`src/rtl/scr_frame_ctl.sv`:
```
// STM-1 transmit scrambler frame sequencer: tracks bit/byte/row position and drives sce.
// Optional SCRCTL_BYPASS_EN adds scr_bypass, which forces sce low for line test.
module scr_frame_ctl #(
  parameter int ROWS        = 9,
  parameter int COLS        = 270,
  parameter int UNSCR_BYTES = 9,
  parameter int MISS_LIM    = 3
) (
  input  logic       clk155,
  input  logic       rst,
  input  logic       fp_in,
  input  logic       tx_en,
`ifdef SCRCTL_BYPASS_EN
  input  logic       scr_bypass,
`endif
  output logic       sce,
  output logic       fsync,
  output logic [2:0] pos_bit,
  output logic [8:0] pos_col,
  output logic [3:0] pos_row,
  output logic       fp_err,
  output logic       sync_loss
);

  localparam int MW = $clog2(MISS_LIM + 1);
  localparam logic [8:0] COL_LAST = 9'(COLS - 1);
  localparam logic [3:0] ROW_LAST = 4'(ROWS - 1);
  localparam logic [8:0] UNSCR    = 9'(UNSCR_BYTES);
  localparam logic [MW-1:0] LIM   = MW'(MISS_LIM);

  typedef enum logic {IDLE, RUN} state_t;

  state_t state, state_n;
  logic [MW-1:0] miss, miss_n, miss_inc;
  logic [2:0] bit_n;
  logic [8:0] col_n;
  logic [3:0] row_n;
  logic sce_n, fsync_n, err_n, sl_n, last;

  assign last = (pos_row == ROW_LAST) &&
                (pos_col == COL_LAST) &&
                (pos_bit == 3'd7);
  assign miss_inc = miss + MW'(1);

  always_comb begin
    state_n = state;
    miss_n  = miss;
    bit_n   = '0;
    col_n   = '0;
    row_n   = '0;
    fsync_n = 1'b0;
    err_n   = 1'b0;
    sl_n    = 1'b0;
    unique case (state)
      IDLE: begin
        miss_n = '0;
        if (tx_en && fp_in) begin
          state_n = RUN;
          fsync_n = 1'b1;
        end
      end
      RUN: begin
        if (!tx_en) begin
          state_n = IDLE;
          miss_n  = '0;
        end else if (fp_in) begin
          fsync_n = 1'b1;
          miss_n  = '0;
          err_n   = !last;
        end else if (last) begin
          if (miss_inc >= LIM) begin
            state_n = IDLE;
            miss_n  = '0;
            sl_n    = 1'b1;
          end else begin
            fsync_n = 1'b1;
            miss_n  = miss_inc;
          end
        end else begin
          fsync_n = 1'b1;
          if (pos_bit == 3'd7) begin
            if (pos_col == COL_LAST) begin
              row_n = (pos_row == ROW_LAST) ? 4'd0 : pos_row + 4'd1;
            end else begin
              col_n = pos_col + 9'd1;
              row_n = pos_row;
            end
          end else begin
            bit_n = pos_bit + 3'd1;
            col_n = pos_col;
            row_n = pos_row;
          end
        end
      end
      default: state_n = IDLE;
    endcase
    // every wrap/realign lands on position 0, so the window test covers it
    sce_n = fsync_n && !((row_n == 4'd0) && (col_n < UNSCR));
`ifdef SCRCTL_BYPASS_EN
    if (scr_bypass) sce_n = 1'b0;
`endif
  end

  always_ff @(posedge clk155 or negedge rst) begin
    if (!rst) begin
      state     <= IDLE;
      miss      <= '0;
      pos_bit   <= '0;
      pos_col   <= '0;
      pos_row   <= '0;
      sce       <= 1'b0;
      fsync     <= 1'b0;
      fp_err    <= 1'b0;
      sync_loss <= 1'b0;
    end else begin
      state     <= state_n;
      miss      <= miss_n;
      pos_bit   <= bit_n;
      pos_col   <= col_n;
      pos_row   <= row_n;
      sce       <= sce_n;
      fsync     <= fsync_n;
      fp_err    <= err_n;
      sync_loss <= sl_n;
    end
  end

endmodule

```
`config.mk`:
```
export PLATFORM = sky130hd
export DESIGN_NAME = scr_frame_ctl
export DESIGN_NICKNAME = d
export VERILOG_FILES = /design/src/rtl/scr_frame_ctl.sv
export SDC_FILE = /design/constraint.sdc
export NUM_CORES = 1
export LEC_CHECK = 0
export BUFFER_PORTS_ARGS = -buffer_cell sky130_fd_sc_hd__buf_2
export CELL_PAD_IN_SITES_DETAIL_PLACEMENT = 0
export CELL_PAD_IN_SITES_GLOBAL_PLACEMENT = 1
export CORE_MARGIN = 3
export CORE_UTILIZATION = 41
export DETAILED_ROUTE_END_ITERATION = 12
export PLACE_DENSITY_LB_ADDON = 0.1
export SYNTH_ARGS = -nofsm -noshare
export SYNTH_HDL_FRONTEND = slang
export SYNTH_SLANG_ARGS = --single-unit
```
`constraint.sdc`:
```
create_clock -name clk155 -period 2.15 [get_ports clk155]
set_input_delay 0.215 -clock clk155 [delete_from_list [all_inputs] [get_ports clk155]]
set_output_delay 0.215 -clock clk155 [all_outputs]
set_load 0.05 [all_outputs]
```
==> impl_metrics.csv <==
group,metric,value,unit
global_route,overflow,0,
global_route,grt_max_degree,23,
clocking,clock_latency,0.31,ns
synthesis,yosys_warnings,0,
global_route,antenna_found_initial,0,
synthesis,synth_seq_cells,22,
cells_and_area,fill_cells,272,
synthesis,synth_cell_type_count,41,
critical_path,r2r_start,"pos_row[0]",
global_route,grt_pass1_vias,1010,
critical_path,required,2.36,ns
cells_and_area,drive_above_1_share,27.3,%
cells_and_area,finalNetCount,172,
hold_path,min_path_type,"primary input to register",
sta,setup_ws,0.245,ns
route,drt_pass1_iterations,4,
sta,hold_viol_final,0,
floorplanning,ios,24,
synthesis,syn-num-nets,142,
floorplanning,dieArea,3870,um2
synthesis,synth_ff_type,"dfrtp_1",
cells_and_area,multi_input_area,696,um2
route,finalWirelength,2740,um
sta,slew-limit-headroom,67.6,%
sta,rsz0062_at_grt,"false",
placed_design,post-place-ws,0.205,ns
clocking,numCtsBuffers,3,
power_and_ir_drop,power_density,501,nW/um2
clocking,post_cts_buffers,0,
sta,skew,0.00308,ns
synthesis,async_reset_ff_share,100,%
route,postRouteAntennaNets,0,
synthesis,synth_compound_area_share,14.5,%
synthesis,netlist_instances,132,
synthesis,synth-seq-area-share,42.5,%
synthesis,syn_area,1300,um2
synthesis,synth_edf_count,0,
power_and_ir_drop,peakVddDrop,0.000337,V
cells_and_area,antenna_cells,0,
synthesis,synth-simple-area-share,26.9,%
synthesis,synth.area.mux_share,1.54,%
clocking,cts_sinks,22,
sta,slew_viol_final,0,
critical_path,crit_fanout,7,
critical_path,arrival,2.12,ns
clocking,clk_pin_slew,0.12,ns
floorplanning,fp.dieW,62.2,um
clocking,cts_max_level,1,
sta,period_share,88.6,%
sta,period_needed,1.91,ns
sta,timing.fmax,525,MHz
sta,setup_viol,0,
power_and_ir_drop,leakagePower,0.726,nW
route,routed_via_density,5.26,
critical_path,crit_type,"register to register",
route,vias,1067,
cells_and_area,post-route-util,53.5,%
critical_path,end_kind,"register",
cells_and_area,layout_commonest_cell,"buf_2",
synthesis,yosysTopAreaCell,"dfrtp_1",
critical_path,crit_start,"pos_row[0]",
floorplanning,coreArea,2880,um2
synthesis,synth_area_per_cell,9.82,um2
synthesis,synth_xor_area_share,4.73,%
clocking,cts_tree,"built",
critical_path,worst_setup_path_start_kind,"register",
floorplanning,row_count,19,
global_route,grt_usage,15.1,%
cells_and_area,final_cell_mix,"buf_2 (23), dfrtp_1 (22), nor2_1 (17), a21oi_1 (12), nand2_1 (7)",
placed_design,io_buffer_count,23,
global_route,grt_pass1_wl,4820,um
outcome,run_status,"completed",
placed_design,place.gp.congestion,0.758,
synthesis,synth_top_area_share,42.5,%
synthesis,synth_area_leaders,"dfrtp_1 (42%), ha_1 (5.8%), nor2_1 (4.9%)",
hold_path,holdCritStartpoint,"tx_en",
route,drt_iter0_markers,65,
clocking,cts_buffer_depth,2,
sta,worst_pin_slew,0.486,ns
route,drcViolationCount,0,
floorplanning,initial_core_util,45.1,%
route,wire_per_inst,13.5,um
synthesis,synth_top_family_by_area,"simple AND/OR/NAND/NOR gates",
cells_and_area,area_growth,18.8,%
clocking,cts-root-buf,"clkbuf_4",
sta,setup_tns,0,ns
placed_design,dp_hpwl,2090,um
run,cap_violations,0,
cells_and_area,register_area,551,um2
floorplanning,dieHeight,62.2,um
synthesis,synth_fa_ha_area_share,5.79,%
## Yosys cell counts (2+ instances only)
cell type / n
nand4b_1: 2
dfrtp_1: 22
inv_1: 5
a211oi_1: 2
o21ai_0: 3
nor3_1: 5
nor2b_1: 2
ha_1: 6
nand3_1: 3
nand2_1: 7
mux2i_1: 2
clkbuf_1: 2
xnor2_1: 3
xor2_1: 4
nand3b_1: 2
nand4_1: 6
a31oi_1: 2
a21oi_1: 12
nor2_1: 17
buf_4: 2
and3b_1: 3
## sequential cells by signal, indices dropped and copies added (netlist names)
register   flops
sce            1
pos_col        9
pos_bit        3
fp_err         1
sync_loss      1
miss           2
state          1
pos_row        4
## what timing repair did
action | 4_1_cts | 5_1_grt
gates resized for setup | 0 | 1
endpoints found under the hold margin | 22 | 0
endpoints found under the setup margin | 0 | 3
hold buffers | 1 | 0
## final cells by class
class / instances / share of cell area [%]
Sequential cell: 22 / 35.7
Timing Repair Buffer: 30 / 11.0
Clock buffer: 3 / 1.46
Multi-Input combinational cell: 100 / 45.2
Inverter: 5 / 1.22
Clock inverter: 1 / 1.95
Tap cell: 42 / 3.41
## kinds of logic (layout without fill, tap and decap cells)
group,Yosys count,count (layout)
compound gates,27,27
xor+xnor,7,7
fa+ha+maj,6,6
buf+inv,10,39
flops,22,22
mux,2,2
simple gates,58,58
## power by group
| group | leakage, nW | total (mW) | switching (mW) | internal [mW] |
|---|---|---|---|---|
| Combinational | 0.393 | 0.0368 | 0.0267 | 0.0102 |
| Sequential | 0.305 | 0.418 | 0.00205 | 0.416 |
| Clock | 0.0279 | 0.316 | 0.127 | 0.188 |
| Total | 0.726 | 0.771 | 0.156 | 0.615 |
## routing by layer
layer,global-route usage [%],part of all wire [%],vias up
met5,0,0,-
met4,3.04,0.62,0
met3,4.68,5.4,2
met2,23.1,46,27
met1,21.1,48,504
li1,-,-,534
## final timing paths
path / to / slack (ns) / depth (start not counted)
worst max-delay path: state / 0.24 / 7
worst min-delay path: state / 0.16 / 2
worst max register to register: state / 0.24 / 7
worst min register to register: pos_bit[0] / 0.47 / 1
max in group asynchronous: pos_col[1] / 1.44 / 2
min in group asynchronous: pos_row[3] / 0.39 / 2
## per-stage QoR
step / hold slack (ns) / instances / total power, mW / area [um2]
final: 0.160 / 203 / 0.771 / 1540
after global placement: 0.202 / 198 / 0.462 / 1480
after global routing: 0.150 / 203 / 0.799 / 1540
after detailed placement: 0.207 / 198 / 0.463 / 1480
after CTS: 0.145 / 203 / 0.781 / 1540
after floorplan: -0.0806 / 132 / 0.444 / 1300
## critical path, cell delays in order, from the launching register on
cell     delay, ns
dfrtp_1       0.48
inv_1         0.10
ha_1          0.22
and3b_1       0.23
nand4_1       0.14
or3b_1        0.42
a21oi_1       0.15
nor2b_1       0.05
Power figures use the tool's default switching activity.
